==> src/rtl/led_pattern_gen.sv <==
// Multi-mode LED pattern generator: rotate, ping-pong, blink, breathe (PWM).
// Latency: one clock from internal state (pat / pwm compare) to registered led; step_tick registered from prescaler terminal count.
// Backpressure: none; en=0 freezes all pattern state and blanks the LEDs, a mode change re-initialises and wins over en.
//
// Ports:
//   clk        system clock
//   rst        asynchronous reset, active-high (async assert, sync release expected from the board)
//   en         1 = run, 0 = freeze state and drive LEDs dark
//   mode       0 rotate, 1 ping-pong, 2 blink, 3 breathe
//   led        LED drive, 1 = lit, registered
//   step_tick  one-clock pulse per pattern step, registered
//
// Build option: define LED_BREATHE_EN to build the breathe (PWM) engine.
// Without it, mode 3 behaves exactly like mode 0 rotate.

module led_pattern_gen #(
    parameter int LED_W      = 8,
    parameter int STEP_CNT   = 25_000_000,
    parameter int PWM_W      = 8,
    parameter int BREATH_DIV = 380
) (
    input  logic             clk,
    input  logic             rst,
    input  logic             en,
    input  logic [1:0]       mode,
    output logic [LED_W-1:0] led,
    output logic             step_tick
);

    localparam int CNT_W = $clog2(STEP_CNT);

    localparam logic [1:0] MODE_ROTATE   = 2'd0;
    localparam logic [1:0] MODE_PINGPONG = 2'd1;
    localparam logic [1:0] MODE_BLINK    = 2'd2;
    localparam logic [1:0] MODE_BREATHE  = 2'd3;

    localparam logic DIR_UP   = 1'b0;
    localparam logic DIR_DOWN = 1'b1;

    // Elaboration-time guard on the parameter ranges the logic relies on.
    if (LED_W < 2 || STEP_CNT < 2 || PWM_W < 2 || BREATH_DIV < 1) begin : g_bad_param
        $error("led_pattern_gen: parameter out of range");
    end

    logic [CNT_W-1:0] cnt;
    logic [LED_W-1:0] pat;
    logic             dir;
    logic [1:0]       mode_q;

    logic             reinit;
    logic             step;
    logic [LED_W-1:0] pat_nxt;
    logic             dir_nxt;
    logic [LED_W-1:0] pat_init;
    logic [LED_W-1:0] disp;

    // A mode change restarts everything from a clean pattern; it is checked
    // before en so the new mode always starts from its defined initial state.
    assign reinit   = (mode != mode_q);
    assign step     = (cnt == CNT_W'(STEP_CNT - 1));
    assign pat_init = (mode == MODE_BLINK) ? {LED_W{1'b1}} : LED_W'(1);

    // Pattern advance for one step in the current mode. Breathe (and mode 3
    // in builds without the PWM engine) falls into the rotate branch.
    always_comb begin
        pat_nxt = pat;
        dir_nxt = dir;
        case (mode_q)
            MODE_PINGPONG: begin
                // Reverse at an end LED within the same step, so end LEDs
                // are shown for a single step only.
                if (dir == DIR_UP) begin
                    if (pat[LED_W-1]) begin
                        dir_nxt = DIR_DOWN;
                        pat_nxt = pat >> 1;
                    end else begin
                        pat_nxt = pat << 1;
                    end
                end else begin
                    if (pat[0]) begin
                        dir_nxt = DIR_UP;
                        pat_nxt = pat << 1;
                    end else begin
                        pat_nxt = pat >> 1;
                    end
                end
            end
            MODE_BLINK: begin
                pat_nxt = ~pat;
            end
            default: begin
                pat_nxt = {pat[LED_W-2:0], pat[LED_W-1]};
            end
        endcase
    end

    always_ff @(posedge clk or posedge rst) begin
        if (rst) begin
            cnt       <= '0;
            pat       <= LED_W'(1);
            dir       <= DIR_UP;
            mode_q    <= MODE_ROTATE;
            step_tick <= 1'b0;
        end else begin
            mode_q <= mode;
            if (reinit) begin
                cnt       <= '0;
                pat       <= pat_init;
                dir       <= DIR_UP;
                step_tick <= 1'b0;
            end else if (en) begin
                cnt       <= step ? '0 : cnt + CNT_W'(1);
                step_tick <= step;
                if (step) begin
                    pat <= pat_nxt;
                    dir <= dir_nxt;
                end
            end else begin
                step_tick <= 1'b0;
            end
        end
    end

`ifdef LED_BREATHE_EN
    localparam int BDIV_W = $clog2(BREATH_DIV + 1);

    logic [PWM_W-1:0]  pwm_cnt;
    logic [PWM_W-1:0]  duty;
    logic              ddir;
    logic [BDIV_W-1:0] bdiv;
    logic              pwm_wrap;
    logic              bdiv_last;

    assign pwm_wrap  = (pwm_cnt == {PWM_W{1'b1}});
    assign bdiv_last = (bdiv == BDIV_W'(BREATH_DIV - 1));

    // Duty ramps up and down by one every BREATH_DIV PWM periods. At either
    // end the update only turns the ramp around, so the extreme duty is held
    // for two ramp intervals.
    always_ff @(posedge clk or posedge rst) begin
        if (rst) begin
            pwm_cnt <= '0;
            duty    <= '0;
            ddir    <= DIR_UP;
            bdiv    <= '0;
        end else if (reinit) begin
            pwm_cnt <= '0;
            duty    <= '0;
            ddir    <= DIR_UP;
            bdiv    <= '0;
        end else if (en && mode_q == MODE_BREATHE) begin
            pwm_cnt <= pwm_cnt + PWM_W'(1);
            if (pwm_wrap) begin
                if (bdiv_last) begin
                    bdiv <= '0;
                    if (ddir == DIR_UP) begin
                        if (duty == {PWM_W{1'b1}}) begin
                            ddir <= DIR_DOWN;
                        end else begin
                            duty <= duty + PWM_W'(1);
                        end
                    end else begin
                        if (duty == '0) begin
                            ddir <= DIR_UP;
                        end else begin
                            duty <= duty - PWM_W'(1);
                        end
                    end
                end else begin
                    bdiv <= bdiv + BDIV_W'(1);
                end
            end
        end
    end

    assign disp = (mode_q == MODE_BREATHE) ? {LED_W{(pwm_cnt < duty)}} : pat;
`else
    assign disp = pat;
`endif

    always_ff @(posedge clk or posedge rst) begin
        if (rst) begin
            led <= '0;
        end else begin
            led <= en ? disp : '0;
        end
    end

endmodule

==> config.mk <==
export PLATFORM = sky130hd
export DESIGN_NAME = led_pattern_gen
export DESIGN_NICKNAME = d
export VERILOG_FILES = /design/src/rtl/led_pattern_gen.sv
export SDC_FILE = /design/constraint.sdc
export NUM_CORES = 1
export LEC_CHECK = 0
export ABC_CLOCK_PERIOD_IN_PS = 5000
export BUFFER_PORTS_ARGS = -buffer_cell sky130_fd_sc_hd__buf_2
export CAP_MARGIN = 20
export CORE_MARGIN = 3
export CORE_UTILIZATION = 25
export CTS_CLUSTER_SIZE = 28
export DETAILED_ROUTE_END_ITERATION = 12
export GPL_TIMING_DRIVEN = 0
export PLACE_DENSITY_LB_ADDON = 0.2
export SYNTH_ARGS = -nofsm -noshare
export SYNTH_HDL_FRONTEND = slang
export SYNTH_SLANG_ARGS = --single-unit
==> constraint.sdc <==
create_clock -name clk -period 5 [get_ports clk]
set_input_delay 1 -clock clk [delete_from_list [all_inputs] [get_ports clk]]
set_output_delay 1 -clock clk [all_outputs]
set_load 0.005 [all_outputs]
# Word-level counts from Yosys, hierarchy flattened
# Cells that the tools add are included.
op_classes:
  eq_ne: 5
  n_reduce_logical: 5
  addsub: 1
  mux: 21
  n_bitwise: 1
ops:
  columns: ["operator", "n"]
  rows:
  - ["two-way mux 25 bit", 3]
  - ["two-way mux 8 bit", 8]
  - ["adder 25 x 1 -> 25 bit (second input constant)", 1]
  - ["equality test 25 bit (second input constant)", 1]
  - ["one-hot mux 8 bit (2 select lines)", 1]
  - ["two-way mux 1 bit", 9]
  - ["NOT 8 bit", 1]
  - ["nonzero test 2 bit", 3]
  - ["equality test 2 bit (second input constant)", 2]
  - ["AND reduction 3 bit", 1]
  - ["equality test 2 x 1 -> 1 bit (second input constant)", 1]
  - ["inequality test 2 bit", 1]
  - ["AND reduction 2 bit", 1]
totals:
  regBits: 45
  elab_cells: 39
  output_inout_bits: 9

# Longest topological paths before layout
# Gate-level depths: netlist of the first run.
logic_depth:
  word_depth: 6
  depth_mapped: 7
  depth_no_buf: 6

# Worst setup path after synthesis of the first run
# OpenSTA, ideal clock, no wires.
synth_timing:
  path_kind: "input -> register"
  from: "in en"
  to: "reg cnt[17]"
  t_arrival_ns: 2.027
  setup_slack_ns: 2.847
  n_path_buf: 2
  cell_stages: 7
  cell_sequence: "buf_6 -> inv_1 -> or3_1 -> clkbuf_1 -> nor3_1 -> xnor2_1 -> nor2_1"
synth_via:
  elab_chain_cells: 1
synth_lines:
  columns: ["item", "line", "text"]
  rows:
  - ["start: declaration", "24", "input logic en,"]
  - ["nonzero test 2 bit (no source line)", null, null]
  - ["end signal: assignment", "112", "cnt <= step ? '0 : cnt + CNT_W'(1);"]
  - ["end: declaration", "45", "logic [CNT_W-1:0] cnt;"]
# Every way passes these cells.
# A chain may end at the register's enable or synchronous reset.

# Worst setup path after layout of the first run
layout_timing:
  from: "in mode[0]"
  to: "reg cnt[15]"
layout_via:
  elab_chain_cells: 2
  elab_cells_between_ends: 3
  cone_classes: "eq/ne: 1; mux: 1; reduce/logical: 1"
layout_lines:
  columns: ["item", "line", "text"]
  rows:
  - ["start: declaration", "25", "input logic [1:0] mode,"]
  - ["inequality test 2 bit *", "59", "assign reinit = (mode != mode_q);"]
  - ["two-way mux 25 bit or nonzero test 2 bit (tied branches)", null, null]
# Every way passes the cells marked *; elsewhere a longest branch is shown, timed or not.

==> results of run 1 <==
## registers in the layout, indices dropped and copies added (netlist names)
| register | flops |
|---|---|
| step_tick | 1 |
| disp | 8 |
| led | 8 |
| cnt | 25 |
| mode_q | 2 |
| dir | 1 |
## kinds of logic after synthesis
group	count (synthesis)	synth area share
AO/OA/AOI/OAI	48	0.126
XOR/XNOR	22	0.0814
adder cells (fa/ha/maj)	3	0.0158
buffers and inverters	17	0.0338
flip-flops	45	0.476
multiplexers	1	0.00423
AND/OR/NAND/NOR	116	0.263
## power by group through the flow
stage                     Combinational, W  Sequential, W  Clock (W)
after floorplan                  0.0000496       0.000390          0
final                            0.0000723       0.000384   0.000229
after CTS                        0.0000741       0.000384   0.000241
after global placement           0.0000715       0.000391          0
after global routing             0.0000844       0.000386   0.000259
after detailed placement         0.0000738       0.000391          0
## tightest hold or removal path: stages (launching register included)
cell and delay, ns:
sky130_fd_sc_hd__dfstp_2 0.40, sky130_fd_sc_hd__nand2_1 0.05, sky130_fd_sc_hd__o211ai_1 0.08
## cell usage after synthesis (all sizes together) (3+ instances only)
library cell  instances
a21oi                19
a221oi                3
and2                  7
clkbuf                7
dfrtp                44
ha                    3
inv                   8
nand2                18
nand2b                5
nand3                16
nand4                10
nor2                 37
nor3                  6
nor4                  5
o21ai                11
xnor2                 9
xor2                 13
## layout by cell type (no fill, tap or decap), drive strengths merged, types with 3 or more instances in the layout
| cell type | netlist | final |
|---|---|---|
| nand3 | 16 | 16 |
| nand4 | 10 | 10 |
| buf | 2 | 15 |
| ha | 3 | 3 |
| inv | 8 | 8 |
| nand2b | 5 | 5 |
| a21oi | 19 | 19 |
| and2 | 7 | 7 |
| nor4 | 5 | 5 |
| xor2 | 13 | 13 |
| nor3 | 6 | 6 |
| clkbuf | 7 | 13 |
| nand2 | 18 | 18 |
| xnor2 | 9 | 9 |
| a221oi | 3 | 3 |
| dfrtp | 44 | 44 |
| nor2 | 37 | 37 |
| o21ai | 11 | 11 |
## metrics by stage
step | instances | cell area [um2] | power [W] | hold WS, ns
2_1_floorplan | 252 | 2370 | 0.000439 | 0.497
3_3_place_gp | 390 | 2590 | 0.000463 | 0.523
3_5_place_dp | 391 | 2610 | 0.000465 | 0.521
4_1_cts | 399 | 2690 | 0.000699 | 0.536
5_1_grt | 399 | 2690 | 0.000729 | 0.558
6_report | 399 | 2690 | 0.000685 | 0.531
## routing by layer
metal | part of all wire | vias to the layer above | track usage
li1 | - | 929 | -
met1 | 0.52 | 874 | 0.152
met2 | 0.44 | 18 | 0.174
met3 | 0.026 | 4 | 0.0235
met4 | 0.010 | 0 | 0.0339
met5 | 0 | - | 0
## worst min-delay path by stage
stage	end	slack, ns	depth (start not counted)
finish	disp[0]$_DFFE_PP1P_	0.53	2
global route	cnt[24]$_DFFE_PP0P_	0.56	2
CTS	disp[0]$_DFFE_PP1P_	0.54	2
detailed placement	cnt[24]$_DFFE_PP0P_	0.52	2
global placement	cnt[15]$_DFFE_PP0P_	0.52	2
floorplan	cnt[24]$_DFFE_PP0P_	0.50	2
## layout make-up
cell class | instances | area share
sequential | 45 | 0.418
clock buffer | 6 | 0.0269
buffer | 9 | 0.0186
inverter | 8 | 0.0111
clock inverter | 2 | 0.00557
timing repair buffer | 13 | 0.0297
multi-input combinational | 190 | 0.431
tap | 126 | 0.0585
==> flow_summary.html, run 1 <==
<table>
<tr><th>Metric</th><th>Value</th></tr>
<tr><th colspan="2">Timing</th></tr>
<tr><td>Period Utilization, post-route</td><td>0.502</td></tr>
<tr><td>Upper clock frequency limit</td><td>398 MHz</td></tr>
<tr><td>Min cycle time layout</td><td>between 2 and 3 ns</td></tr>
<tr><td>Unrepaired setup endpoints after global routing</td><td>no</td></tr>
<tr><td>Worst Clk Skew</td><td>about 0.011 ns</td></tr>
<tr><td>Total negative slack for setup checks</td><td>0 ns</td></tr>
<tr><td>Final worst-path setup slack</td><td>2.49 ns</td></tr>
<tr><td>Count of final max-slew check failures</td><td>0</td></tr>
<tr><td>Final-report setup violation count</td><td>0</td></tr>
<tr><td>Worst Max-Slew Pin Slew</td><td>around 0.96 ns</td></tr>
<tr><td>Endpoints failing hold</td><td>0</td></tr>
<tr><td>Max-Slew Margin vs Limit</td><td>0.355</td></tr>
<tr><th colspan="2">Detailed routing</th></tr>
<tr><td>WL final</td><td>5270 um</td></tr>
<tr><td>Final routed DRC violation total</td><td>0</td></tr>
<tr><td>Drt via density</td><td>4.57</td></tr>
<tr><td>1st-pass router iterations</td><td>4</td></tr>
<tr><td>Final routed wire length divided by cell count</td><td>13.2 um</td></tr>
<tr><td>Initial DRC count</td><td>58</td></tr>
<tr><td>Final ANT Viol Nets</td><td>0</td></tr>
<tr><td>Vias post-DR</td><td>~1800</td></tr>
<tr><th colspan="2">Logic synthesis</th></tr>
<tr><td>Count of unique library cells instantiated by Yosys</td><td>44</td></tr>
<tr><td>Part of the Yosys area used for sequential elements</td><td>0.476</td></tr>
<tr><td>Syn. warnings</td><td>0</td></tr>
<tr><td>Synthesized net count</td><td>260</td></tr>
<tr><td>Mean cell area of the mapped netlist</td><td>between 9 and 10 um2</td></tr>
<tr><td>Most area-hungry cell type in the Yosys netlist</td><td>sky130_fd_sc_hd__dfrtp_1</td></tr>
<tr><td>Asr flop ratio synth</td><td>1.00</td></tr>
<tr><td>Number of synthesized register bits</td><td>45</td></tr>
<tr><td>Most used flip-flop cell after synthesis</td><td>sky130_fd_sc_hd__dfrtp_1</td></tr>
<tr><td>Cell count after synthesis</td><td>252</td></tr>
<tr><td>Number of flops mapped to enable cells by yosys</td><td>0</td></tr>
<tr><td>Cell types occupying the most area after synthesis</td><td>sky130_fd_sc_hd__dfrtp_1 46%, sky130_fd_sc_hd__nor2_1 5.5%, sky130_fd_sc_hd__xor2_1 4.8%, sky130_fd_sc_hd__a21oi_1 4.0%, sky130_fd_sc_hd__xnor2_1 3.3%</td></tr>
<tr><td>Top-area cell type share of the netlist area</td><td>0.465</td></tr>
<tr><td>Post-synthesis instance area</td><td>between 0.002 and 0.0025 mm2</td></tr>
<tr><th colspan="2">Finish</th></tr>
<tr><td>Final Core Density</td><td>0.300</td></tr>
<tr><td>Register area</td><td>0.00113 mm2</td></tr>
<tr><td>Multi-input combinational cell area</td><td>roughly 0.0012 mm2</td></tr>
<tr><td># fillers</td><td>944</td></tr>
<tr><td>Ratio of cells with drive above 1 in the final layout</td><td>0.121</td></tr>
<tr><td>Diode insertion count for antenna repair</td><td>0</td></tr>
<tr><td>Net count of the finished layout</td><td>between 200 and 300</td></tr>
<tr><td>Area added between synthesis and finish</td><td>13.7%</td></tr>
<tr><th colspan="2">Clock network</th></tr>
<tr><td>Clock sink total</td><td>between 40 and 50</td></tr>
<tr><td>Hold_buf cts</td><td>0</td></tr>
<tr><td>Max Root-Sink Buffers</td><td>2</td></tr>
<tr><td>Clock tree root buffer cell</td><td>sky130_fd_sc_hd__clkbuf_8</td></tr>
<tr><td>Clock tree from TritonCTS</td><td>done</td></tr>
<tr><td>Num CTS Buffers</td><td>5</td></tr>
<tr><td># resized after CTS</td><td>0</td></tr>
<tr><td>Clock transition time at the flip-flop clock pins of the worst setup and hold paths</td><td>about 0.090 ns</td></tr>
<tr><td>Number of levels in the clock H-tree</td><td>2</td></tr>
<tr><td>Setup Buffers After CTS</td><td>0</td></tr>
<tr><td>Insertion delay to the later sink of the worst-skew pair</td><td>about 0.3 ns</td></tr>
<tr><th colspan="2">GRT</th></tr>
<tr><td>Overall Global Routing Usage</td><td>0.110</td></tr>
<tr><td>Number of antenna violations at the first check in global routing</td><td>0</td></tr>
<tr><td>Global-route wire length before repair</td><td>9180 um</td></tr>
<tr><td>Grt total ovfl</td><td>0</td></tr>
<tr><td>Number of global-route vias before repair</td><td>1826</td></tr>
<tr><td>Pin count of the biggest net entering global routing</td><td>29</td></tr>
<tr><th colspan="2">Die</th></tr>
<tr><td>Starting density of the core</td><td>0.264</td></tr>
<tr><td>Die area</td><td>0.0107 mm2</td></tr>
<tr><td>I/O pin count</td><td>14</td></tr>
<tr><td>Horizontal extent of the die</td><td>103 um</td></tr>
<tr><td>Std cell rows</td><td>34</td></tr>
<tr><td>Floorplan Core Area</td><td>~0.0090 mm2</td></tr>
<tr><td>Die Y</td><td>103 um</td></tr>
<tr><th colspan="2">Pwr</th></tr>
<tr><td>Sequential Power Share</td><td>0.560</td></tr>
<tr><td>Portion of total power attributed to combinational logic</td><td>0.105</td></tr>
<tr><td>Static Leak</td><td>1.09 nW</td></tr>
<tr><td>Share of power burned in the clock network</td><td>0.334</td></tr>
<tr><td>Switching pwr</td><td>0.000186 W</td></tr>
<tr><td>Cell Int Power</td><td>roughly 0.0005 W</td></tr>
<tr><td>Switch share</td><td>0.272</td></tr>
<tr><td>Max VDD drop</td><td>around 0.00011 V</td></tr>
<tr><td>Power density cells</td><td>254 mW/mm2</td></tr>
<tr><th colspan="2">Run status</th></tr>
<tr><td>Outcome</td><td>completed</td></tr>
<tr><th colspan="2">Setup path</th></tr>
<tr><td>Flop2flop setup slack</td><td>2.79 ns</td></tr>
<tr><td>CP Capture Point</td><td>cnt[15]$_DFFE_PP0P_</td></tr>
<tr><td>Slowest CP cell</td><td>sky130_fd_sc_hd__a31oi_1</td></tr>
<tr><td>Setup Crit Path Kind</td><td>input port to register</td></tr>
<tr><td>Endpoint kind of the worst setup timing path</td><td>register</td></tr>
<tr><td>Worst R2R End</td><td>disp[6]$_DFFE_PP0P_</td></tr>
<tr><td>Critical path launch point</td><td>mode[0]</td></tr>
<tr><td>Data arrival time of the worst path</td><td>2.74 ns</td></tr>
<tr><td>CP Depth</td><td>6</td></tr>
<tr><td>Crit path max-delay family</td><td>compound AO/OA/AOI/OAI gates</td></tr>
<tr><td>Required time worst endpoint</td><td>5.23 ns</td></tr>
<tr><td>Reg-to-reg startpoint</td><td>cnt[17]$_DFFE_PP0P_</td></tr>
<tr><td>Bufs and invs on worst path</td><td>1</td></tr>
<tr><td>Number of cells on the worst reg-to-reg path</td><td>5</td></tr>
<tr><td>Cells along the critical path</td><td>buf_2 -&gt; xnor2_1 -&gt; nand2_1 -&gt; a31oi_1 -&gt; o21ai_0 -&gt; a21oi_1</td></tr>
<tr><td>Largest incremental delay on the critical path</td><td>roughly 0.76 ns</td></tr>
<tr><td>Worst Path Max Fanout</td><td>9</td></tr>
<tr><td>Worst Setup Start Kind</td><td>input port</td></tr>
<tr><th colspan="2">Placed design</th></tr>
<tr><td>Number of buffers added on ports</td><td>12</td></tr>
<tr><td>Final estimated routing congestion in global placement</td><td>0.778</td></tr>
<tr><td>Half-perimeter wire length after placement</td><td>around 3800 um</td></tr>
<tr><td>Post-Place Setup Slack</td><td>2.17 ns</td></tr>
<tr><th colspan="2">Min path</th></tr>
<tr><td>Min-delay worst type</td><td>register to register</td></tr>
<tr><td>Startpoint of the tightest hold check path</td><td>disp[0]$_DFFE_PP1P_</td></tr>
<tr><th colspan="2">Job</th></tr>
<tr><td>Max Cap Viol</td><td>0</td></tr>
</table>
Note: power is estimated with default switching activity, not from simulation.
==> run 2, diff against run 1 <==
--- a/config.mk
+++ b/config.mk
@@ -5,7 +5,8 @@
 export SDC_FILE = /design/constraint.sdc
 export NUM_CORES = 1
 export LEC_CHECK = 0
-export ABC_CLOCK_PERIOD_IN_PS = 5000
+export ABC_AREA = 1
+export ABC_CLOCK_PERIOD_IN_PS = 2150
 export BUFFER_PORTS_ARGS = -buffer_cell sky130_fd_sc_hd__buf_2
 export CAP_MARGIN = 20
 export CORE_MARGIN = 3
==> constraint.sdc (replaced) <==
create_clock -name clk -period 2.15 [get_ports clk]
set_input_delay 0.43 -clock clk [delete_from_list [all_inputs] [get_ports clk]]
set_output_delay 0.43 -clock clk [all_outputs]
set_load 0.005 [all_outputs]
==> run 2 against run 1 <==
Net effect: final cell count grew 40%; power grew to 2.6 times the previous value; worst hold slack got worse by 0.44 ns; via count rose by 36%; flip-flop and latch count did not move; register-to-register slack got worse by 2.5 ns; combinational power increased to 3.5 times the previous value; die area rose by 15%; synthesized cell count rose by 59%; global-route usage rose by 1.0 points.
==> flow_summary.html, run 2 <==
<table>
<tr><th>Metric</th><th>Value</th></tr>
<tr><th colspan="2">Die</th></tr>
<tr><td>Std cell rows</td><td>37 (was 34)</td></tr>
<tr><td>Floorplan Core Area</td><td>0.0105 mm2 (was 0.00898 mm2)</td></tr>
<tr><td>I/O pin count</td><td>14 (unchanged)</td></tr>
<tr><td>Starting density of the core</td><td>0.262 (was 0.264)</td></tr>
<tr><td>Die area</td><td>0.0123 mm2 (was 0.0107 mm2)</td></tr>
<tr><td>Horizontal extent of the die</td><td>111 um (was 103 um)</td></tr>
<tr><td>Die Y</td><td>111 um (was 103 um)</td></tr>
<tr><th colspan="2">Clock network</th></tr>
<tr><td>Clock tree root buffer cell</td><td>sky130_fd_sc_hd__clkbuf_8 (unchanged)</td></tr>
<tr><td>Num CTS Buffers</td><td>5 (unchanged)</td></tr>
<tr><td>Setup Buffers After CTS</td><td>0 (unchanged)</td></tr>
<tr><td>Clock tree from TritonCTS</td><td>done (unchanged)</td></tr>
<tr><td>Hold_buf cts</td><td>0 (unchanged)</td></tr>
<tr><td># resized after CTS</td><td>0 (unchanged)</td></tr>
<tr><td>Max Root-Sink Buffers</td><td>2 (unchanged)</td></tr>
<tr><td>Clock sink total</td><td>45 (unchanged)</td></tr>
<tr><td>Clock transition time at the flip-flop clock pins of the worst setup and hold paths</td><td>0.09 ns (about the same)</td></tr>
<tr><td>Insertion delay to the later sink of the worst-skew pair</td><td>0.31 ns (was 0.30 ns)</td></tr>
<tr><td>Number of levels in the clock H-tree</td><td>2 (unchanged)</td></tr>
<tr><th colspan="2">GRT</th></tr>
<tr><td>Grt total ovfl</td><td>0 (unchanged)</td></tr>
<tr><td>Global-route wire length before repair</td><td>12000 um (was 9180 um)</td></tr>
<tr><td>Routing usage on met3</td><td>0.0213 (was 0.0235)</td></tr>
<tr><td>Overall Global Routing Usage</td><td>0.120 (was 0.110)</td></tr>
<tr><td>Number of global-route vias before repair</td><td>2343 (was 1826)</td></tr>
<tr><td>Pin count of the biggest net entering global routing</td><td>31 (was 29)</td></tr>
<tr><td>Number of antenna violations at the first check in global routing</td><td>0 (unchanged)</td></tr>
<tr><td>Routing usage on met2</td><td>0.172 (was 0.174)</td></tr>
<tr><td>Met1 usage</td><td>0.180 (was 0.152)</td></tr>
<tr><td>Busiest layer in global routing</td><td>met1 (was met2)</td></tr>
<tr><th colspan="2">Logic synthesis</th></tr>
<tr><td>Multiplexer fraction of the synthesized cell area</td><td>0 (was 0.00423)</td></tr>
<tr><td>Post-synthesis xor/xnor area fraction</td><td>0.0223 (was 0.0814)</td></tr>
<tr><td>Most frequent cells after synthesis</td><td>138 x sky130_fd_sc_hd__nand2_1, 49 x sky130_fd_sc_hd__inv_1, 44 x sky130_fd_sc_hd__dfrtp_1, 38 x sky130_fd_sc_hd__nor2_1, 27 x sky130_fd_sc_hd__nand3_1 (was 44 x sky130_fd_sc_hd__dfrtp_1, 35 x sky130_fd_sc_hd__nor2_1, 19 x sky130_fd_sc_hd__a21oi_1, 18 x sky130_fd_sc_hd__nand2_1, 15 x sky130_fd_sc_hd__nand3_1)</td></tr>
<tr><td>Mean cell area of the mapped netlist</td><td>6.88 um2 (was 9.40 um2)</td></tr>
<tr><td>Simple-Gate Fraction of Synth Area</td><td>0.400 (was 0.263)</td></tr>
<tr><td>Asr flop ratio synth</td><td>1.00 (unchanged)</td></tr>
<tr><td>Number of flops mapped to enable cells by yosys</td><td>0 (unchanged)</td></tr>
<tr><td>Most instantiated library cell after synthesis</td><td>sky130_fd_sc_hd__nand2_1 (was sky130_fd_sc_hd__dfrtp_1)</td></tr>
<tr><td>Largest family of logic cells by synthesized area</td><td>simple AND/OR/NAND/NOR gates (unchanged)</td></tr>
<tr><td>Syn. warnings</td><td>0 (unchanged)</td></tr>
<tr><td>Count of unique library cells instantiated by Yosys</td><td>28 (was 44)</td></tr>
<tr><td>Top-area cell type share of the netlist area</td><td>0.400 (was 0.465)</td></tr>
<tr><td>Part of the Yosys area used for sequential elements</td><td>0.410 (was 0.476)</td></tr>
<tr><td>Post-synthesis instance area</td><td>0.00275 mm2 (was 0.00237 mm2)</td></tr>
<tr><td>Most used flip-flop cell after synthesis</td><td>sky130_fd_sc_hd__dfrtp_1 (unchanged)</td></tr>
<tr><td>Cell types occupying the most area after synthesis</td><td>sky130_fd_sc_hd__dfrtp_1 40%, sky130_fd_sc_hd__nand2_1 19%, sky130_fd_sc_hd__inv_1 6.7%, sky130_fd_sc_hd__nor2_1 5.2%, sky130_fd_sc_hd__nand3_1 4.9% (was sky130_fd_sc_hd__dfrtp_1 46%, sky130_fd_sc_hd__nor2_1 5.5%, sky130_fd_sc_hd__xor2_1 4.8%, sky130_fd_sc_hd__a21oi_1 4.0%, sky130_fd_sc_hd__xnor2_1 3.3%)</td></tr>
<tr><td>Cell count after synthesis</td><td>400 (was 252)</td></tr>
<tr><td>Synthesized net count</td><td>408 (was 260)</td></tr>
<tr><td>Most area-hungry cell type in the Yosys netlist</td><td>sky130_fd_sc_hd__dfrtp_1 (unchanged)</td></tr>
<tr><td>Number of synthesized register bits</td><td>45 (unchanged)</td></tr>
<tr><td>Adder and majority gate portion of the synthesized area</td><td>0.0136 (was 0.0158)</td></tr>
<tr><td>Compound-cell area share of the yosys netlist</td><td>0.0559 (was 0.126)</td></tr>
<tr><th colspan="2">Pwr</th></tr>
<tr><td>Sequential Power Share</td><td>0.531 (was 0.560)</td></tr>
<tr><td>Total power</td><td>0.00177 W (was 0.000685 W)</td></tr>
<tr><td>Share of power burned in the clock network</td><td>0.325 (was 0.334)</td></tr>
<tr><td>Static Leak</td><td>1.52 nW (was 1.09 nW)</td></tr>
<tr><td>Power density cells</td><td>571 mW/mm2 (was 254 mW/mm2)</td></tr>
<tr><td>Switch share</td><td>0.298 (was 0.272)</td></tr>
<tr><td>Switching pwr</td><td>0.000527 W (was 0.000186 W)</td></tr>
<tr><td>Portion of total power attributed to combinational logic</td><td>0.144 (was 0.105)</td></tr>
<tr><td>Cell Int Power</td><td>0.00124 W (was 0.000499 W)</td></tr>
<tr><td>Max VDD drop</td><td>0.000209 V (was 0.000113 V)</td></tr>
<tr><th colspan="2">Timing</th></tr>
<tr><td>Final-report setup violation count</td><td>0 (unchanged)</td></tr>
<tr><td>Worst Max-Slew Pin Slew</td><td>0.525 ns (was 0.958 ns)</td></tr>
<tr><td>Worst Clk Skew</td><td>0.00305 ns (was 0.0108 ns)</td></tr>
<tr><td>Endpoints failing hold</td><td>0 (unchanged)</td></tr>
<tr><td>Min cycle time layout</td><td>approximately 1.9 ns</td></tr>
<tr><td>Upper clock frequency limit</td><td>around 530 MHz</td></tr>
<tr><td>Total negative slack for setup checks</td><td>0 ns (unchanged)</td></tr>
<tr><td>Unrepaired setup endpoints after global routing</td><td>no (unchanged)</td></tr>
<tr><td>Max-Slew Margin vs Limit</td><td>0.650 (was 0.355)</td></tr>
<tr><td>Period Utilization, post-route</td><td>0.871</td></tr>
<tr><td>Count of final max-slew check failures</td><td>0 (unchanged)</td></tr>
<tr><th colspan="2">Finish</th></tr>
<tr><td>Diode insertion count for antenna repair</td><td>0 (unchanged)</td></tr>
<tr><td>Commonest non-fill, non-tap cell in the layout</td><td>sky130_fd_sc_hd__nand2_1 (was sky130_fd_sc_hd__dfrtp_1)</td></tr>
<tr><td>Ratio of cells with drive above 1 in the final layout</td><td>0.116 (was 0.121)</td></tr>
<tr><td>Net count of the finished layout</td><td>429 (was 280)</td></tr>
<tr><td>Highest-count cells in the layout ignoring fill and taps</td><td>138 x sky130_fd_sc_hd__nand2_1, 48 x sky130_fd_sc_hd__inv_1, 44 x sky130_fd_sc_hd__dfrtp_1 (was 44 x sky130_fd_sc_hd__dfrtp_1, 35 x sky130_fd_sc_hd__nor2_1, 19 x sky130_fd_sc_hd__a21oi_1)</td></tr>
<tr><td>Register containing the most flip-flops in the final layout</td><td>cnt (unchanged)</td></tr>
<tr><td>Max FFs per register</td><td>25 (unchanged)</td></tr>
<tr><td>Area added between synthesis and finish</td><td>12.6% (was 13.7%)</td></tr>
<tr><td># fillers</td><td>1129 (was 944)</td></tr>
<tr><td>Multi-input combinational cell area</td><td>0.00135 mm2 (was 0.00116 mm2)</td></tr>
<tr><td>Register area</td><td>0.00113 mm2 (unchanged)</td></tr>
<tr><th colspan="2">Placed design</th></tr>
<tr><td>Number of buffers added on ports</td><td>13 (was 12)</td></tr>
<tr><td>Half-perimeter wire length after placement</td><td>5250 um (was 3770 um)</td></tr>
<tr><td>Final estimated routing congestion in global placement</td><td>0.857 (was 0.778)</td></tr>
<tr><th colspan="2">Job</th></tr>
<tr><td>Max Cap Viol</td><td>0 (unchanged)</td></tr>
<tr><th colspan="2">Run status</th></tr>
<tr><td>Outcome</td><td>completed (unchanged)</td></tr>
<tr><th colspan="2">Setup path</th></tr>
<tr><td>Slowest CP cell</td><td>sky130_fd_sc_hd__dfrtp_1 (was sky130_fd_sc_hd__a31oi_1)</td></tr>
<tr><td>Largest incremental delay on the critical path</td><td>0.38 ns (was 0.76 ns)</td></tr>
<tr><td>Data arrival time of the worst path</td><td>2.12 ns (was 2.74 ns)</td></tr>
<tr><td>Cells along the critical path</td><td>inv_1 -&gt; ha_1 -&gt; inv_1 -&gt; clkbuf_1 -&gt; nand4_1 -&gt; nand3_1 -&gt; nand2_1 -&gt; nand2_1 -&gt; nand2_1 -&gt; nand2_1 (was buf_2 -&gt; xnor2_1 -&gt; nand2_1 -&gt; a31oi_1 -&gt; o21ai_0 -&gt; a21oi_1)</td></tr>
<tr><td>Worst Path Max Fanout</td><td>10 (was 9)</td></tr>
<tr><td>Endpoint kind of the worst setup timing path</td><td>register (unchanged)</td></tr>
<tr><td>Required time worst endpoint</td><td>2.40 ns (was 5.23 ns)</td></tr>
<tr><td>Setup Crit Path Kind</td><td>register to register (was input port to register)</td></tr>
<tr><td>Worst Setup Start Kind</td><td>register (was input port)</td></tr>
<tr><td>Cell with the most instances on the worst path</td><td>sky130_fd_sc_hd__nand2_1</td></tr>
<tr><th colspan="2">Min path</th></tr>
<tr><td>Min-delay worst type</td><td>input port to asynchronous set/reset pin (was register to register)</td></tr>
<tr><th colspan="2">Detailed routing</th></tr>
<tr><td>Final ANT Viol Nets</td><td>0 (unchanged)</td></tr>
<tr><td>WL final</td><td>7140 um (was 5270 um)</td></tr>
<tr><td>Final routed DRC violation total</td><td>0 (unchanged)</td></tr>
<tr><td>Vias post-DR</td><td>2489 (was 1825)</td></tr>
<tr><td>Drt via density</td><td>4.46 (was 4.57)</td></tr>
<tr><td>Initial DRC count</td><td>151 (was 58)</td></tr>
<tr><td>Final routed wire length divided by cell count</td><td>12.8 um (was 13.2 um)</td></tr>
<tr><td>1st-pass router iterations</td><td>4 (unchanged)</td></tr>
</table>
[run 2: cell types whose count changed in the layout (fill, tap and decap cells not counted), moves of 8 or more]
cell | previous run | this run
sky130_fd_sc_hd__xnor2_1 | 9 | 1
sky130_fd_sc_hd__inv_1 | 7 | 48
sky130_fd_sc_hd__nor3_1 | 6 | 14
sky130_fd_sc_hd__a21oi_1 | 19 | 10
sky130_fd_sc_hd__nand2_1 | 18 | 138
sky130_fd_sc_hd__nand3_1 | 15 | 27
[run 2: cells by family (layout without fill, tap and decap cells)]
| group | after synthesis | in the layout |
|---|---|---|
| flops | 45 | 45 |
| xor+xnor | 7 | 7 |
| buf+inv | 64 | 86 |
| compound gates | 29 | 29 |
| simple gates | 252 | 252 |
| fa+ha+maj | 3 | 3 |
[run 2: final timing paths]
check                                      endpoint  slack, ns  cells past startpoint           startpoint
min in group clk                mode_q[0]$_DFF_PP0_       0.25                      1              mode[0]
max in group asynchronous       cnt[14]$_DFFE_PP0P_       1.57                      3                  rst
worst min-delay path               led[4]$_DFF_PP0_       0.09                      2                  rst
worst max register to register  disp[5]$_DFFE_PP0P_       0.28                     10  mode_q[0]$_DFF_PP0_
worst min register to register     led[0]$_DFF_PP0_       0.51                      2  disp[0]$_DFFE_PP1P_
worst max-delay path            disp[5]$_DFFE_PP0P_       0.28                     10  mode_q[0]$_DFF_PP0_
[run 2: layer usage]
layer  vias up  wire (um)  share of wire
li1       1300          -              -
met1      1140       3820           0.54
met2        41       2960           0.41
met3         8        226          0.032
met4         0        135          0.019
met5         -          0              0
[run 2: layout make-up]
| cell class | count | share of cell area |
|---|---|---|
| Multi-Input combinational cell | 291 | 0.437 |
| Sequential cell | 45 | 0.364 |
| Inverter | 54 | 0.0655 |
| Tap cell | 136 | 0.0549 |
| Clock buffer | 8 | 0.0291 |
| Timing Repair Buffer | 14 | 0.0275 |
| Buffer | 10 | 0.0218 |
[run 2: metrics by stage]
| step | cells | hold WS [ns] | instance area (um2) | worst slack, ns | utilization |
|---|---|---|---|---|---|
| 2_1_floorplan | 400 | 0.461 | 2750 | 0.595 | - |
| 3_3_place_gp | 549 | 0.494 | 2990 | -0.0408 | 0.284 |
| 3_5_place_dp | 550 | 0.437 | 3010 | 0.311 | 0.286 |
| 4_1_cts | 558 | 0.0874 | 3100 | 0.283 | 0.295 |
| 5_1_grt | 558 | 0.0992 | 3100 | 0.102 | 0.295 |
| 6_report | 558 | 0.0906 | 3100 | 0.277 | 0.295 |
[run 2: power by group through the flow]
| stage | Combinational, W | Clock, W | Sequential [W] |
|---|---|---|---|
| CTS | 0.000263 | 0.000607 | 0.000937 |
| detailed placement | 0.000262 | 0 | 0.000954 |
| floorplan | 0.000178 | 0 | 0.000945 |
| global placement | 0.000255 | 0 | 0.000955 |
| finish | 0.000255 | 0.000575 | 0.000939 |
| global route | 0.000297 | 0.000643 | 0.000946 |
[run 2: worst max-delay path: cells and delay by family (launching register included)]
family                     cells  cell delay (ns)
adders and majority gates      1             0.33
buffers and inverters          3             0.66
DFF                            1             0.38
and+or+nand+nor                6             0.46
==> run 3, diff against run 2 <==
--- a/config.mk
+++ b/config.mk
@@ -9,12 +9,12 @@
 export ABC_CLOCK_PERIOD_IN_PS = 2150
 export BUFFER_PORTS_ARGS = -buffer_cell sky130_fd_sc_hd__buf_2
 export CAP_MARGIN = 20
+export CORE_ASPECT_RATIO = 1.1
 export CORE_MARGIN = 3
 export CORE_UTILIZATION = 25
 export CTS_CLUSTER_SIZE = 28
 export DETAILED_ROUTE_END_ITERATION = 12
 export GPL_TIMING_DRIVEN = 0
-export PLACE_DENSITY_LB_ADDON = 0.2
 export SYNTH_ARGS = -nofsm -noshare
 export SYNTH_HDL_FRONTEND = slang
 export SYNTH_SLANG_ARGS = --single-unit
==> run 3 against run 2 <==
Net effect: power is 19% higher; register-to-register slack better by 0.04 ns; sequential share of layout area is 1.1 points lower; largest cell class unchanged; utilization is 0.81 points higher; highest routed layer unchanged.
==> flow_summary.html, run 3 (synthesis gave the netlist of run 2 again) <==
<table>
<tr><th>Metric</th><th>Value</th></tr>
<tr><th colspan="2">Run status</th></tr>
<tr><td>Outcome</td><td>completed (unchanged)</td></tr>
<tr><th colspan="2">Setup path</th></tr>
<tr><td>Worst Path Max Fanout</td><td>10 (unchanged)</td></tr>
<tr><td>Setup Crit Path Kind</td><td>register to register (unchanged)</td></tr>
<tr><td>Worst Setup Start Kind</td><td>register (unchanged)</td></tr>
<tr><td>Worst R2R End</td><td>disp[4]$_DFFE_PP0P_ (was disp[5]$_DFFE_PP0P_)</td></tr>
<tr><td>Flop2flop setup slack</td><td>0.32 ns (was 0.28 ns)</td></tr>
<tr><td>Number of cells on the worst reg-to-reg path</td><td>10 (unchanged)</td></tr>
<tr><td>Reg-to-reg startpoint</td><td>mode_q[0]$_DFF_PP0_ (unchanged)</td></tr>
<tr><td>Slowest CP cell</td><td>sky130_fd_sc_hd__dfrtp_1 (unchanged)</td></tr>
<tr><td>Required time worst endpoint</td><td>2.38 ns (was 2.40 ns)</td></tr>
<tr><td>Largest incremental delay on the critical path</td><td>0.37 ns (was 0.38 ns)</td></tr>
<tr><td>Data arrival time of the worst path</td><td>2.06 ns (was 2.12 ns)</td></tr>
<tr><td>Endpoint kind of the worst setup timing path</td><td>register (unchanged)</td></tr>
<tr><td>Cells along the critical path</td><td>inv_1 -&gt; ha_1 -&gt; inv_1 -&gt; clkbuf_1 -&gt; nand4_1 -&gt; nand3_1 -&gt; nand2_1 -&gt; nand2_1 -&gt; nand2_1 -&gt; nand2_1 (unchanged)</td></tr>
<tr><td>Cell with the most instances on the worst path</td><td>sky130_fd_sc_hd__nand2_1 (unchanged)</td></tr>
<tr><th colspan="2">Finish</th></tr>
<tr><td>Fin cells</td><td>565 (was 558)</td></tr>
<tr><td>Max FFs per register</td><td>25 (unchanged)</td></tr>
<tr><td>Ratio of cells with drive above 1 in the final layout</td><td>0.121 (was 0.116)</td></tr>
<tr><td>Diode insertion count for antenna repair</td><td>0 (unchanged)</td></tr>
<tr><td>Commonest non-fill, non-tap cell in the layout</td><td>sky130_fd_sc_hd__nand2_1 (unchanged)</td></tr>
<tr><td>Final instance area</td><td>0.00319 mm2 (was 0.00310 mm2)</td></tr>
<tr><td>Net count of the finished layout</td><td>429 (unchanged)</td></tr>
<tr><td>Area added between synthesis and finish</td><td>16.0% (was 12.6%)</td></tr>
<tr><td>Highest-count cells in the layout ignoring fill and taps</td><td>138 x sky130_fd_sc_hd__nand2_1, 48 x sky130_fd_sc_hd__inv_1, 44 x sky130_fd_sc_hd__dfrtp_1 (unchanged)</td></tr>
<tr><td>Register containing the most flip-flops in the final layout</td><td>cnt (unchanged)</td></tr>
<tr><th colspan="2">Detailed routing</th></tr>
<tr><td>Initial DRC count</td><td>172 (was 151)</td></tr>
<tr><td>Final ANT Viol Nets</td><td>0 (unchanged)</td></tr>
<tr><td>Final routed wire length divided by cell count</td><td>12.0 um (was 12.8 um)</td></tr>
<tr><td>1st-pass router iterations</td><td>4 (unchanged)</td></tr>
<tr><td>Vias post-DR</td><td>2529 (was 2489)</td></tr>
<tr><td>Final routed DRC violation total</td><td>0 (unchanged)</td></tr>
<tr><td>WL final</td><td>6790 um (was 7140 um)</td></tr>
<tr><td>Drt via density</td><td>4.48 (was 4.46)</td></tr>
<tr><th colspan="2">Clock network</th></tr>
<tr><td>Setup Buffers After CTS</td><td>0 (unchanged)</td></tr>
<tr><td>Hold_buf cts</td><td>0 (unchanged)</td></tr>
<tr><td>Clock transition time at the flip-flop clock pins of the worst setup and hold paths</td><td>0.06 ns (was 0.09 ns)</td></tr>
<tr><td>Clock sink total</td><td>45 (unchanged)</td></tr>
<tr><td>Num CTS Buffers</td><td>5 (unchanged)</td></tr>
<tr><td>Clock tree root buffer cell</td><td>sky130_fd_sc_hd__clkbuf_16 (was sky130_fd_sc_hd__clkbuf_8)</td></tr>
<tr><td>Clock tree from TritonCTS</td><td>done (unchanged)</td></tr>
<tr><td># resized after CTS</td><td>0 (unchanged)</td></tr>
<tr><td>Number of levels in the clock H-tree</td><td>2 (unchanged)</td></tr>
<tr><td>Insertion delay to the later sink of the worst-skew pair</td><td>0.29 ns (was 0.31 ns)</td></tr>
<tr><td>Max Root-Sink Buffers</td><td>2 (unchanged)</td></tr>
<tr><th colspan="2">Pwr</th></tr>
<tr><td>Switch share</td><td>0.256 (was 0.298)</td></tr>
<tr><td>Static Leak</td><td>1.56 nW (was 1.52 nW)</td></tr>
<tr><td>Power density cells</td><td>657 mW/mm2 (was 571 mW/mm2)</td></tr>
<tr><td>Sequential Power Share</td><td>0.448 (was 0.531)</td></tr>
<tr><td>Share of power burned in the clock network</td><td>0.430 (was 0.325)</td></tr>
<tr><td>Total power</td><td>0.00210 W (was 0.00177 W)</td></tr>
<tr><td>Max VDD drop</td><td>0.000265 V (was 0.000209 V)</td></tr>
<tr><td>Portion of total power attributed to combinational logic</td><td>0.122 (was 0.144)</td></tr>
<tr><td>Cell Int Power</td><td>0.00156 W (was 0.00124 W)</td></tr>
<tr><td>Switching pwr</td><td>0.000537 W (was 0.000527 W)</td></tr>
<tr><th colspan="2">Placed design</th></tr>
<tr><td>Final estimated routing congestion in global placement</td><td>0.923 (was 0.857)</td></tr>
<tr><td>Number of buffers added on ports</td><td>13 (unchanged)</td></tr>
<tr><td>Post-Place Cell Area</td><td>0.00302 mm2 (was 0.00301 mm2)</td></tr>
<tr><td>Half-perimeter wire length after placement</td><td>4930 um (was 5250 um)</td></tr>
<tr><td>Cell count after placement</td><td>557 (was 550)</td></tr>
<tr><td>Post-Place Setup Slack</td><td>0.367 ns (was 0.311 ns)</td></tr>
<tr><th colspan="2">Die</th></tr>
<tr><td>Die area</td><td>0.0123 mm2 (about the same)</td></tr>
<tr><td>Die Y</td><td>116 um (was 111 um)</td></tr>
<tr><td>I/O pin count</td><td>14 (unchanged)</td></tr>
<tr><td>Starting density of the core</td><td>0.261 (was 0.262)</td></tr>
<tr><td>Std cell rows</td><td>39 (was 37)</td></tr>
<tr><td>Floorplan Core Area</td><td>0.0105 mm2 (about the same)</td></tr>
<tr><td>Horizontal extent of the die</td><td>106 um (was 111 um)</td></tr>
<tr><th colspan="2">Timing</th></tr>
<tr><td>Final-report setup violation count</td><td>0 (unchanged)</td></tr>
<tr><td>Min cycle time layout</td><td>1.83 ns (was 1.87 ns)</td></tr>
<tr><td>Worst Max-Slew Pin Slew</td><td>0.561 ns (was 0.525 ns)</td></tr>
<tr><td>Upper clock frequency limit</td><td>545 MHz (was 534 MHz)</td></tr>
<tr><td>Unrepaired setup endpoints after global routing</td><td>no (unchanged)</td></tr>
<tr><td>Count of final max-slew check failures</td><td>0 (unchanged)</td></tr>
<tr><td>Period Utilization, post-route</td><td>0.853 (was 0.871)</td></tr>
<tr><td>Final worst-path setup slack</td><td>0.316 ns (was 0.277 ns)</td></tr>
<tr><td>Max-Slew Margin vs Limit</td><td>0.626 (was 0.650)</td></tr>
<tr><td>Endpoints failing hold</td><td>0 (unchanged)</td></tr>
<tr><td>Total negative slack for setup checks</td><td>0 ns (unchanged)</td></tr>
<tr><td>Worst Clk Skew</td><td>0.00553 ns (was 0.00305 ns)</td></tr>
<tr><th colspan="2">GRT</th></tr>
<tr><td>Pin count of the biggest net entering global routing</td><td>33 (was 31)</td></tr>
<tr><td>Overall Global Routing Usage</td><td>0.117 (was 0.120)</td></tr>
<tr><td>Grt total ovfl</td><td>0 (unchanged)</td></tr>
<tr><td>Number of antenna violations at the first check in global routing</td><td>0 (unchanged)</td></tr>
<tr><td>Number of global-route vias before repair</td><td>2417 (was 2343)</td></tr>
<tr><td>Global-route wire length before repair</td><td>11600 um (was 12000 um)</td></tr>
<tr><th colspan="2">Min path</th></tr>
<tr><td>Min-delay worst type</td><td>input port to asynchronous set/reset pin (unchanged)</td></tr>
<tr><th colspan="2">Job</th></tr>
<tr><td>Max Cap Viol</td><td>0 (unchanged)</td></tr>
</table>
## run 3: changes by cell type in the layout (fill, tap and decap cells not counted)
cell                         change
sky130_fd_sc_hd__clkbuf_16       +5
sky130_fd_sc_hd__clkbuf_8        -5
sky130_fd_sc_hd__clkbuf_1        -2
sky130_fd_sc_hd__bufinv_16       +1
sky130_fd_sc_hd__clkinvlp_4      +1
## run 3: power groups by stage
| stage | registers [W] | logic, W | clock network (W) |
|---|---|---|---|
| global route | 0.000947 | 0.000300 | 0.000963 |
| finish | 0.000939 | 0.000257 | 0.000901 |
| CTS | 0.000938 | 0.000259 | 0.000923 |
| global placement | 0.000952 | 0.000250 | 0 |
| floorplan | 0.000945 | 0.000178 | 0 |
| detailed placement | 0.000955 | 0.000259 | 0 |
## run 3: how the worst max path moves through the flow
| stage | start | endpoint | slack [ns] | cells after the start |
|---|---|---|---|---|
| finish | mode_q[0]$_DFF_PP0_ | disp[4]$_DFFE_PP0P_ | 0.32 | 10 |
| global route | mode_q[0]$_DFF_PP0_ | disp[2]$_DFFE_PP0P_ | 0.09 | 10 |
| CTS | mode_q[0]$_DFF_PP0_ | disp[3]$_DFFE_PP0P_ | 0.33 | 10 |
| detailed placement | mode_q[0]$_DFF_PP0_ | disp[3]$_DFFE_PP0P_ | 0.37 | 10 |
| global placement | rst | cnt[17]$_DFFE_PP0P_ | 0.02 | 2 |
| floorplan | mode_q[0]$_DFF_PP0_ | disp[5]$_DFFE_PP0P_ | 0.59 | 10 |
## run 3: final cells by class
type,instances,area (um2)
buffer,10,67.6
clock buffer,6,139
clock inverter,2,37.5
fill,1171,7350
inverter,54,203
multi-input combinational,291,1350
sequential,45,1130
tap,143,179
timing repair buffer,14,85.1
## run 3: per-layer routing
metal / vias up / routed length [um] / global-route usage
met4: 0 / 195 / 0.0553
met2: 44 / 3140 / 0.192
met3: 15 / 279 / 0.0217
li1: 1303 / - / -
met1: 1167 / 3180 / 0.148
met5: - / 0 / 0
## run 3: critical path, delay by kind of cell (launching register included)
| family | cells | cell delay [ns] |
|---|---|---|
| adder cells (fa/ha/maj) | 1 | 0.33 |
| buffers and inverters | 3 | 0.62 |
| flip-flops | 1 | 0.37 |
| AND/OR/NAND/NOR | 6 | 0.46 |
## run 3: per-stage QoR
step | util | hold WS (ns)
2_1_floorplan | - | 0.461
3_3_place_gp | 0.284 | 0.495
3_5_place_dp | 0.286 | 0.407
4_1_cts | 0.303 | 0.0954
5_1_grt | 0.303 | 0.117
6_report | 0.303 | 0.0900
